<file path="src/rtl/mmio_decoder_v2_if.sv">
// Core data-port / MMIO device bundle for mmio_decoder_v2.
// The master side drives requests and device responses; the slave side is the decoder.
interface mmio_decoder_v2_if #(
  parameter int NUM_SLOTS = 32
);
  logic [31:0]             data_address;
  logic [31:0]             data_store;
  logic                    data_read;
  logic                    data_enable;
  logic                    data_stall;
  logic [31:0]             data_fetch;
  logic                    rsp_valid;
  logic                    bus_error;
  logic [NUM_SLOTS-1:0]    mmio_sel;
  logic [32*NUM_SLOTS-1:0] dev_rdata;
  logic [NUM_SLOTS-1:0]    dev_ready;
  logic                    cache_access;
  logic                    cache_access_ff;

  modport master (
    output data_address, data_store, data_read, data_enable, dev_rdata, dev_ready,
    input  data_stall, data_fetch, rsp_valid, bus_error, mmio_sel, cache_access,
           cache_access_ff
  );

  modport slave (
    input  data_address, data_store, data_read, data_enable, dev_rdata, dev_ready,
    output data_stall, data_fetch, rsp_valid, bus_error, mmio_sel, cache_access,
           cache_access_ff
  );
endinterface

</file>
<file path="src/rtl/mmio_decoder_v2.sv">
// MMIO decoder/arbiter: splits data accesses between cache and NUM_SLOTS devices.
// Optional build macro MMIO_LOCK_EN adds a sticky lock register at slot-0 offset +16.
module mmio_decoder_v2 #(
  parameter int          NUM_SLOTS      = 32,
  parameter int          SLOT_BYTES     = 1024,
  parameter int          TIMEOUT_CYCLES = 64,
  parameter logic [31:0] RESET_BASE     = 32'h0020_0000,
  parameter logic [31:0] RESET_BOUND    = 32'h0040_0000
) (
  input logic               clk,
  input logic               rst_n,
  mmio_decoder_v2_if.slave  bus
);

  localparam int OFF_W = $clog2(SLOT_BYTES);
  localparam int TW    = $clog2(TIMEOUT_CYCLES);

  typedef enum logic [1:0] {IDLE, BUSY, RESP} state_t;

  state_t               state_q;
  logic [NUM_SLOTS-1:0] mmio_sel_q;
  logic [TW-1:0]        timer_q;
  logic                 rd_q;
  logic                 rsp_valid_q;
  logic                 bus_error_q;
  logic [31:0]          data_fetch_q;
  logic                 cache_ff_q;
  logic [31:0]          base_q;
  logic [31:0]          bound_q;
  logic [31:0]          shadow_base_q;
  logic [31:0]          shadow_bound_q;

  logic                 live_ok;
  logic [31:0]          act_base;
  logic [31:0]          act_bound;
  logic                 is_mmio;
  logic [31:0]          diff;
  logic [31:0]          slot_num;
  logic                 mapped;
  logic                 is_slot0;
  logic                 req;
  logic                 dev_req;
  logic                 ready_hit;
  logic                 timeout;
  logic                 wr_allow;
  logic [NUM_SLOTS-1:0] mmio_sel_d;
  logic [31:0]          ctrl_rdata_d;
  logic [31:0]          sel_rdata_d;

  // A live pair with bound <= base is treated as a misconfiguration; fall back to shadow.
  assign live_ok   = bound_q > base_q;
  assign act_base  = live_ok ? base_q  : shadow_base_q;
  assign act_bound = live_ok ? bound_q : shadow_bound_q;

  assign is_mmio   = (bus.data_address >= act_base) && (bus.data_address < act_bound);
  assign diff      = bus.data_address - act_base;
  assign slot_num  = diff >> OFF_W;
  assign mapped    = slot_num < 32'(NUM_SLOTS);
  assign is_slot0  = slot_num == 32'd0;

  // RESP accepts new work exactly like IDLE, so only BUSY blocks acceptance.
  assign req       = (state_q != BUSY) && bus.data_enable && is_mmio;
  assign dev_req   = req && mapped && !is_slot0;
  assign ready_hit = |(bus.dev_ready & mmio_sel_q);
  assign timeout   = timer_q == TW'(TIMEOUT_CYCLES - 1);
  assign mmio_sel_d = NUM_SLOTS'(1) << slot_num;

`ifdef MMIO_LOCK_EN
  logic lock_q;
  assign wr_allow = !lock_q;
`else
  assign wr_allow = 1'b1;
`endif

  always_comb begin
    ctrl_rdata_d = '0;
    if (diff == 32'd8)       ctrl_rdata_d = base_q;
    else if (diff == 32'd12) ctrl_rdata_d = bound_q;
`ifdef MMIO_LOCK_EN
    else if (diff == 32'd16) ctrl_rdata_d = {31'b0, lock_q};
`endif
  end

  always_comb begin
    sel_rdata_d = '0;
    for (int k = 0; k < NUM_SLOTS; k++) begin
      if (mmio_sel_q[k]) sel_rdata_d = sel_rdata_d | bus.dev_rdata[32*k +: 32];
    end
  end

  assign bus.data_stall      = dev_req || ((state_q == BUSY) && !ready_hit && !timeout);
  assign bus.cache_access    = bus.data_enable && !is_mmio;
  assign bus.cache_access_ff = cache_ff_q;
  assign bus.data_fetch      = data_fetch_q;
  assign bus.rsp_valid       = rsp_valid_q;
  assign bus.bus_error       = bus_error_q;
  assign bus.mmio_sel        = mmio_sel_q;

  always_ff @(posedge clk or negedge rst_n) begin
    if (!rst_n) begin
      state_q        <= IDLE;
      mmio_sel_q     <= '0;
      timer_q        <= '0;
      rd_q           <= 1'b0;
      rsp_valid_q    <= 1'b0;
      bus_error_q    <= 1'b0;
      data_fetch_q   <= '0;
      cache_ff_q     <= 1'b1;
      base_q         <= RESET_BASE;
      bound_q        <= RESET_BOUND;
      shadow_base_q  <= RESET_BASE;
      shadow_bound_q <= RESET_BOUND;
`ifdef MMIO_LOCK_EN
      lock_q         <= 1'b0;
`endif
    end else begin
      rsp_valid_q <= 1'b0;
      bus_error_q <= 1'b0;
      cache_ff_q  <= bus.cache_access;

      if (live_ok) begin
        shadow_base_q  <= base_q;
        shadow_bound_q <= bound_q;
      end

      // Control-register writes land on the edge that accepts the slot-0 store.
      if (req && is_slot0 && !bus.data_read) begin
        if (diff == 32'd0 && wr_allow) base_q  <= bus.data_store;
        if (diff == 32'd4 && wr_allow) bound_q <= bus.data_store;
`ifdef MMIO_LOCK_EN
        if (diff == 32'd16 && bus.data_store[0]) lock_q <= 1'b1;
`endif
      end

      case (state_q)
        IDLE, RESP: begin
          state_q <= IDLE;
          if (req) begin
            if (!mapped) begin
              state_q      <= RESP;
              rsp_valid_q  <= 1'b1;
              bus_error_q  <= 1'b1;
              data_fetch_q <= 32'hFFFF_FFFF;
            end else if (is_slot0) begin
              state_q      <= RESP;
              rsp_valid_q  <= 1'b1;
              data_fetch_q <= bus.data_read ? ctrl_rdata_d : 32'h0;
            end else begin
              state_q    <= BUSY;
              mmio_sel_q <= mmio_sel_d;
              rd_q       <= bus.data_read;
              timer_q    <= '0;
            end
          end
        end
        BUSY: begin
          timer_q <= timer_q + 1'b1;
          if (ready_hit) begin
            state_q      <= RESP;
            mmio_sel_q   <= '0;
            rsp_valid_q  <= 1'b1;
            data_fetch_q <= rd_q ? sel_rdata_d : 32'h0;
          end else if (timeout) begin
            state_q      <= RESP;
            mmio_sel_q   <= '0;
            rsp_valid_q  <= 1'b1;
            bus_error_q  <= 1'b1;
            data_fetch_q <= 32'hFFFF_FFFF;
          end
        end
        default: state_q <= IDLE;
      endcase
    end
  end

endmodule
</file>
<file path="src/flat_wrapper.sv">
// flat-port wrapper written by rule: the top's interface ports become plain ports
module mmio_decoder_v2_flat 
#(
  parameter int          NUM_SLOTS      = 32,
  parameter int          SLOT_BYTES     = 1024,
  parameter int          TIMEOUT_CYCLES = 64,
  parameter logic [31:0] RESET_BASE     = 32'h0020_0000,
  parameter logic [31:0] RESET_BOUND    = 32'h0040_0000
)
  (clk, rst_n, bus_data_address, bus_data_store, bus_data_read, bus_data_enable, bus_dev_rdata, bus_dev_ready, bus_data_stall, bus_data_fetch, bus_rsp_valid, bus_bus_error, bus_mmio_sel, bus_cache_access, bus_cache_access_ff);
  mmio_decoder_v2_if #(.NUM_SLOTS(NUM_SLOTS)) bus_i ();
  input logic clk;
  input logic rst_n;
  input wire logic [$bits(bus_i.data_address)-1:0] bus_data_address;
  input wire logic [$bits(bus_i.data_store)-1:0] bus_data_store;
  input wire logic [$bits(bus_i.data_read)-1:0] bus_data_read;
  input wire logic [$bits(bus_i.data_enable)-1:0] bus_data_enable;
  input wire logic [$bits(bus_i.dev_rdata)-1:0] bus_dev_rdata;
  input wire logic [$bits(bus_i.dev_ready)-1:0] bus_dev_ready;
  output wire logic [$bits(bus_i.data_stall)-1:0] bus_data_stall;
  output wire logic [$bits(bus_i.data_fetch)-1:0] bus_data_fetch;
  output wire logic [$bits(bus_i.rsp_valid)-1:0] bus_rsp_valid;
  output wire logic [$bits(bus_i.bus_error)-1:0] bus_bus_error;
  output wire logic [$bits(bus_i.mmio_sel)-1:0] bus_mmio_sel;
  output wire logic [$bits(bus_i.cache_access)-1:0] bus_cache_access;
  output wire logic [$bits(bus_i.cache_access_ff)-1:0] bus_cache_access_ff;
  assign bus_i.data_address = bus_data_address;
  assign bus_i.data_store = bus_data_store;
  assign bus_i.data_read = bus_data_read;
  assign bus_i.data_enable = bus_data_enable;
  assign bus_i.dev_rdata = bus_dev_rdata;
  assign bus_i.dev_ready = bus_dev_ready;
  assign bus_data_stall = bus_i.data_stall;
  assign bus_data_fetch = bus_i.data_fetch;
  assign bus_rsp_valid = bus_i.rsp_valid;
  assign bus_bus_error = bus_i.bus_error;
  assign bus_mmio_sel = bus_i.mmio_sel;
  assign bus_cache_access = bus_i.cache_access;
  assign bus_cache_access_ff = bus_i.cache_access_ff;
  mmio_decoder_v2 #(.NUM_SLOTS(NUM_SLOTS), .SLOT_BYTES(SLOT_BYTES), .TIMEOUT_CYCLES(TIMEOUT_CYCLES), .RESET_BASE(RESET_BASE), .RESET_BOUND(RESET_BOUND)) u_core (.clk(clk), .rst_n(rst_n), .bus(bus_i));
endmodule
</file>
<file path="config.mk">
export PLATFORM = sky130hd
export DESIGN_NAME = mmio_decoder_v2_flat
export DESIGN_NICKNAME = d
export VERILOG_FILES = /design/src/rtl/mmio_decoder_v2_if.sv /design/src/rtl/mmio_decoder_v2.sv /design/src/flat_wrapper.sv
export SDC_FILE = /design/constraint.sdc
export NUM_CORES = 1
export LEC_CHECK = 0
export CAP_MARGIN = 20
export CORE_AREA = 2 2 465 467
export DETAILED_ROUTE_END_ITERATION = 12
export DIE_AREA = 0 0 467 469
export GPL_TIMING_DRIVEN = 0
export SYNTH_ARGS = -nofsm -noshare
export SYNTH_HDL_FRONTEND = slang
export SYNTH_SLANG_ARGS = --single-unit
</file>
<file path="constraint.sdc">
create_clock -name clk -period 7.5 [get_ports clk]
set_input_delay 1.875 -clock clk [delete_from_list [all_inputs] [get_ports clk]]
set_output_delay 1.875 -clock clk [all_outputs]
set_load 0.05 [all_outputs]
</file>
### Word-level counts from Yosys, hierarchy flattened

Cells that the tools add are included.

* logic and storage cells: 162
* bits of input ports: 1124
* output and inout bits: 69
* register bits after elaboration: 204

* shifts and indexed selects: 1
* bitwise gates (word level): 33
* mux-type cells: 70
* equality and inequality tests: 12
* order comparisons: 4
* add/sub/neg operators: 2
* reduce and logical (&&, ||, !) cells: 28

Operators with widths (count)
* $mux W32: 48
* $or A32 B32 Y32: 31
* $pmux W32 S2: 2
* $eq A32 B4 Y1 const B: 2
* $logic_not A32 Y1: 2
* $and A32 B32 Y32: 1
* $eq A32 B3 Y1 const B: 1
* $ge A32 B32 Y1: 1
* $gt A32 B32 Y1: 1
* $lt A32 B32 Y1: 1
* $reduce_or A32 Y1: 1
* $shl A1 B22 Y32 const A: 1
* $sub A32 B32 Y32: 1
* $lt A22 B6 Y1 const B: 1
* $mux W6: 3
* $pmux W6 S2: 1
* $reduce_and A4 Y1: 3
* $logic_and A1 B1 Y1: 10
* $mux W2: 5
* $mux W1: 8
* $add A6 B1 Y6 const B: 1
* $eq A6 B6 Y1 const B: 1
* $ne A2 B1 Y1 const B: 3
* $logic_not A1 Y1: 5
* 14 further kinds: 16

### Depth between registers and ports, before layout

* depth in word-level cells: 66
* mapped depth: 27
* gate-level depth less buffers: 21

### Least setup slack after synthesis

Ideal clock, no wire load.

* path type: register to output
* start point: reg u_core.base_q[21]
* end point: out bus_data_stall
* data required time: 5.625 ns
* path slack: 0.269 ns
* stages on the path, launching flop included: 24
* data arrival time: 5.356 ns
* buffers on the path: 4
* cell sequence: dfstp_2 inv_1 ha_1 a21oi_1 o21ai_0 a221o_1 a211o_1 o21bai_1 clkbuf_1 clkbuf_1 clkbuf_1 nor2_1 a21oi_1 ha_1 clkbuf_1 a21oi_1 o21ai_1 a2111oi_0 a211oi_1 or2_2 nor4_1 nand4_1 nor3_1 a31o_2

* longest elaborated chain between the ends: 8
* elaborated cells on any way between the ends: 14
* classes of those cells: add/sub (1); order compare (4); mux (2); reduce/logical (7)

Ends and longest elaborated chain
* start, declared: line mmio_decoder_v2.sv:28 `logic [31:0] base_q;`
* start signal, assigned: line mmio_decoder_v2.sv:128 `if (diff == 32'd0 && wr_allow) base_q <= bus.data_store;`
* parallel branches: the longest is 6 deep, another holds $gt A32 B32 Y1
* $logic_and A1 B1 Y1 (*): line mmio_decoder_v2.sv:63 `assign dev_req = req && mapped && !is_slot0;`
* $logic_or A1 B1 Y1 (*): line mmio_decoder_v2.sv:91 `assign bus.data_stall = dev_req || ((state_q == BUSY) && !ready_hit && !timeout);`
* end, declared: line flat_wrapper.sv:20 `output wire logic [$bits(bus_i.data_stall)-1:0] bus_data_stall;`

Every way passes the cells marked *.

### Worst setup path after layout

* start point: reg u_core.bound_q[31]
* end point: out bus_data_stall

* longest elaborated chain between the ends: 8
* elaborated cells on any way between the ends: 14
* classes of those cells: add/sub (1); order compare (4); mux (2); reduce/logical (7)

Ends and longest elaborated chain
* start, declared: line mmio_decoder_v2.sv:29 `logic [31:0] bound_q;`
* start signal, assigned: line mmio_decoder_v2.sv:129 `if (diff == 32'd4 && wr_allow) bound_q <= bus.data_store;`
* $gt A32 B32 Y1 (*): line mmio_decoder_v2.sv:51 `assign live_ok = bound_q > base_q;`
* $mux W32 (*): line mmio_decoder_v2.sv:52 `assign act_base = live_ok ? base_q : shadow_base_q;`
* via u_core.act_base[0]: line mmio_decoder_v2.sv:34 `logic [31:0] act_base;`
* parallel branches: the longest is 4 deep, another holds $sub A32 B32 Y32
* $logic_and A1 B1 Y1 (*): line mmio_decoder_v2.sv:63
* $logic_or A1 B1 Y1 (*): line mmio_decoder_v2.sv:91

Mark *: on every way through the listed nets, which the timed path passes.

==> results.md <==
- The category of the critical setup timing path is flip-flop to output port.
- The power density over cell area is 94.4 nW/um^2.
- The number of flops mapped to enable cells by yosys is 0.
- The final instance area is 38000 um^2.
- The largest fanout of any net on the critical path is 6.
- The number of pins exceeding their max-slew limit in the final report is 0.
- For this run, the number of Yosys warnings is 0.
- The total core area is 214000 um^2.
- On the worst path, the slowest cell contributes a delay of 0.47 ns.
- The most common cell after layout, fill and taps aside is sky130_fd_sc_hd__clkdlybuf4s50_1.
- OpenSTA, run right after detailed placement, puts the worst setup slack at -2.84 ns.
- The share of power burned in registers is 0.309.
- By area the synthesized netlist is led by sky130_fd_sc_hd__dfrtp_1, sky130_fd_sc_hd__a22oi_1, sky130_fd_sc_hd__ha_1, sky130_fd_sc_hd__a22o_1, sky130_fd_sc_hd__a21oi_1.
- The total DRC errors in the routed layout is 0.
- The most used cell along the critical path is sky130_fd_sc_hd__buf_4.
- The worst setup margin is -0.405 ns.
- Clock tree synthesis selected as its root buffer the cell sky130_fd_sc_hd__clkbuf_16.
- For the pin with the worst max-slew slack, the measured transition is around 1.4 ns.
- For this design, the CTS-stage hold fixing added 0 buffers.
- The post-detailed-placement cell area is 35300 um^2.
- The longest clock path from root to sink contains 3 buffers.
- Internal power comes to 2.59 mW.
- Setup violations remaining at the end of the flow were counted as 2.
- The worst-case clock skew is 0.0328 ns.
- Setup repair after global routing could not meet its margin everywhere.
- The global router's overall resource usage is 0.286.
- The remaining global-route overflow is 0.
- The net switching share of the total power is 0.278.
- The data arrival time at the worst-slack endpoint is between 6 and 7 ns.
- Synthesis handed over a netlist of approximately 2.2k instances.
- The overall routed net length is approximately 330 mm.
- The synthesized netlist contains 71 unique library cells.
- The total CTS buffers is 25.
- In the final layout, the share of cells above drive strength 1 is 0.145.
- The worst voltage drop across the vdd grid is ~0.00014 V.
- The maximum number of pins on one net before global-route repair is 79.
- The die height is ~470 um.
- The top cell types in the final layout, fill and taps aside, are sky130_fd_sc_hd__clkdlybuf4s50_1, sky130_fd_sc_hd__a22oi_1, sky130_fd_sc_hd__dfrtp_1.
- The launching element type of the critical path is a flip-flop.
- Measured against its own limit, the worst slew margin works out to 0.0944.
- The critical path goes through ha_4 -> nand4_1 -> buf_4 -> nor4_4 -> nand2_2 -> a31oi_1 -> o21bai_1 -> buf_4 -> clkbuf_16 -> mux2_4 -> ha_4 -> fa_2 -> nand2b_4 -> a211o_4 -> a31o_4 -> buf_4 -> a32oi_1 -> nor4_2 -> nor2_1 -> a31o_4 -> buf_12.
- The first-iteration detailed-routing DRC count is 3413.
- The detailed placement HPWL is 293 mm.
- Clock-pin slew was measured on the worst setup and hold paths at ~0.060 ns.
- The area growth from synthesis to final layout is 105%.
- Of the available clock period, the critical path in the final layout requires 1.05.
- The wire length of the first global-routing pass is 383 mm.
- Counting I/O delays and the setup requirement, the final critical path takes roughly 8 ns.
- The total die area is between 200000 and 250000 um^2.
- The final count of hold timing violations was 0.
- The initial utilization of the core area, before any placement, comes to 0.0865.
- Dividing the detail-routed wire length by the instance count gives 50.7 um.
- Among all flip-flop cells after synthesis, the most frequent one is sky130_fd_sc_hd__dfrtp_1.
- The CTS tree is built.
- The flip-flop and latch count after synthesis is approximately 200.
- The CTS H-tree depth is 1.
- The proportion of power drawn by combinational gates is 0.297.
- The number of nets with antenna violations after detailed routing is 0.
- The net switching power is 994 uW.
- The checks that failed: setup timing.
- The count of boundary I/O pins is 1193.
- The synthesized netlist occupies a cell area of 18500 um^2.
- Port buffering added 1192 buffers.
- The max capacitance violation total is 0.
- The row count is 170.
- Synthesis produced a netlist with a net count of 3391.
- The worst min-delay path class is flip-flop to flip-flop.
- The clock drives 204 sinks.
- The detailed-route vias per instance is 4.54.
- The die boundary width is 467 um.
- The initial antenna violation count is 409.
- The relative contribution of the clock network to total power is 0.393.
- The run finished, with violations left.
- Timing would allow up to 0.126 GHz.
- The number of global-route vias before repair is between 20k and 30k.
- The clock latency at the later pin of the worst-skew pair is 0.58 ns.
- The routed layout has 29.6k vias.
- The slowest stage of the critical path belongs to the cell sky130_fd_sc_hd__nor2_1.
- After the last flow step, the layout net total stands at 4722.
- The share of the Yosys chip area taken by registers is 0.276.
- The number of detailed-routing iterations run before antenna repair is 6.
- The congestion estimate from routability-driven global placement came to 0.981.
- The average footprint of a synthesized cell is 8.52 um^2.
- The static leakage is 14.5 nW.
- STA classifies the critical path endpoint as an output port.
- The area fraction of the dominant cell type after synthesis is 0.269.
- At the worst endpoint, the required time is between 5 and 6 ns.
- The share of flip-flops with an asynchronous set or reset is 1.00.
- Of all cell types, the one taking the most synthesized area is sky130_fd_sc_hd__dfrtp_1.
[timing repair]
| item | in CTS | in global routing |
|---|---|---|
| setup buffers | 24 | 26 |
| gates resized for setup | 134 | 105 |
| pin swaps | 32 | 50 |
| gates cloned | 1 | 1 |
| endpoints found under the setup margin | 141 | 2 |
[Yosys cell counts (6+ instances only)]
cell and number:
sky130_fd_sc_hd__xor2_1 8, sky130_fd_sc_hd__a21oi_1 153, sky130_fd_sc_hd__clkbuf_1 168, sky130_fd_sc_hd__nor4b_1 8
sky130_fd_sc_hd__a22oi_1 390, sky130_fd_sc_hd__and2_1 12, sky130_fd_sc_hd__and3_1 10, sky130_fd_sc_hd__a31oi_1 38
sky130_fd_sc_hd__mux2i_1 34, sky130_fd_sc_hd__a21o_1 18, sky130_fd_sc_hd__nor2_1 80, sky130_fd_sc_hd__ha_1 96
sky130_fd_sc_hd__nand2_1 96, sky130_fd_sc_hd__o21a_1 8, sky130_fd_sc_hd__nand3_1 88, sky130_fd_sc_hd__o211ai_1 10
sky130_fd_sc_hd__inv_1 107, sky130_fd_sc_hd__or3_1 9, sky130_fd_sc_hd__dfrtp_1 199, sky130_fd_sc_hd__mux2_2 67
sky130_fd_sc_hd__nor4_1 6, sky130_fd_sc_hd__mux2_4 30, sky130_fd_sc_hd__o21ai_0 64, sky130_fd_sc_hd__xnor2_1 16
sky130_fd_sc_hd__nor3_1 21, sky130_fd_sc_hd__a221oi_1 74, sky130_fd_sc_hd__buf_2 15, sky130_fd_sc_hd__or4_1 34
sky130_fd_sc_hd__a22o_1 103, sky130_fd_sc_hd__nand4_1 91, sky130_fd_sc_hd__a211oi_1 7, sky130_fd_sc_hd__nand2b_1 9
sky130_fd_sc_hd__buf_1 13
[final timing paths]
kind                                                from                        end  slack [ns]  cells past startpoint
worst max-delay path                  u_core.bound_q[31]             bus_data_stall       -0.41                     21
worst min-delay path            u_core.shadow_base_q[25]   u_core.shadow_base_q[25]        0.48                      2
worst max register to register        u_core.bound_q[31]  u_core.bus.data_fetch[29]        0.44                     25
worst min register to register  u_core.shadow_base_q[25]   u_core.shadow_base_q[25]        0.48                      2
max in group asynchronous                          rst_n          u_core.bound_q[7]        5.11                      3
min in group asynchronous                          rst_n       u_core.bus.rsp_valid        1.22                      1
[stage by stage]
stage / power (mW) / hold WS, ns / util / std cells / setup TNS, ns
6_report: 3.58 / 0.479 / 0.178 / 6518 / -0.596
5_1_grt: 3.67 / 0.492 / 0.177 / 6446 / -0.823
4_1_cts: 3.55 / 0.478 / 0.173 / 6330 / -0.536
3_5_place_dp: 2.13 / 0.465 / 0.165 / 6264 / -89.98
3_3_place_gp: 2.12 / 0.460 / 0.159 / 6200 / -1081.08
2_1_floorplan: 1.33 / 0.440 / - / 2170 / 0
[cells by family after synthesis]
group                      Yosys count  synth area share
muxes                              134            0.0854
DFF                                204             0.276
and+or+nand+nor                    488             0.141
xor gates and xnor gates            24            0.0114
buffers and inverters              307            0.0650
AOI/OAI and AO/OA                  916             0.355
adders and majority gates           97            0.0661
[final cells by class]
cell class                 count  area [um^2]
buffer                       194          980
multi-input combinational   1659        13000
clock buffer                  33          716
timing repair buffer        1310        13600
inverter                     107          408
clock inverter                11          206
fill                       23900       176000
antenna                      162          405
sequential                   204         5120
tap                         2838         3550
[per-layer routing]
layer / wire length, um / vias up / GRT usage
li1: - / 11500 / -
met1: 112000 / 14700 / 0.294
met2: 161000 / 2402 / 0.496
met3: 35100 / 845 / 0.115
met4: 21700 / 174 / 0.158
met5: 1080 / - / 0
[power by group through the flow]
stage	logic, mW	clock network [mW]	registers (mW)
2_1_floorplan	0.180	0	1.15
3_3_place_gp	0.991	0	1.13
3_5_place_dp	0.999	0	1.13
4_1_cts	1.03	1.42	1.11
5_1_grt	1.10	1.46	1.11
6_report	1.06	1.41	1.11
[critical path, delay by kind of cell (launching register included)]
family	cells	cell delay (ns)
AO/OA/AOI/OAI	6	1.61
AND/OR/NAND/NOR	6	1.41
multiplexers	1	0.34
buffers and inverters	5	0.82
flip-flops	1	0.45
adder cells (fa/ha/maj)	3	0.81
[registers in the layout, summed over array words and instances, names as in the netlist, 2 cells and up]
signal                 cells
u_core.shadow_base_q      32
u_core.state_q             2
u_core.timer_q             6
u_core.base_q             32
u_core.bus.data_fetch     32
u_core.bus.mmio_sel       32
u_core.shadow_bound_q     32
u_core.bound_q            32
Power figures use the tool's default switching activity.
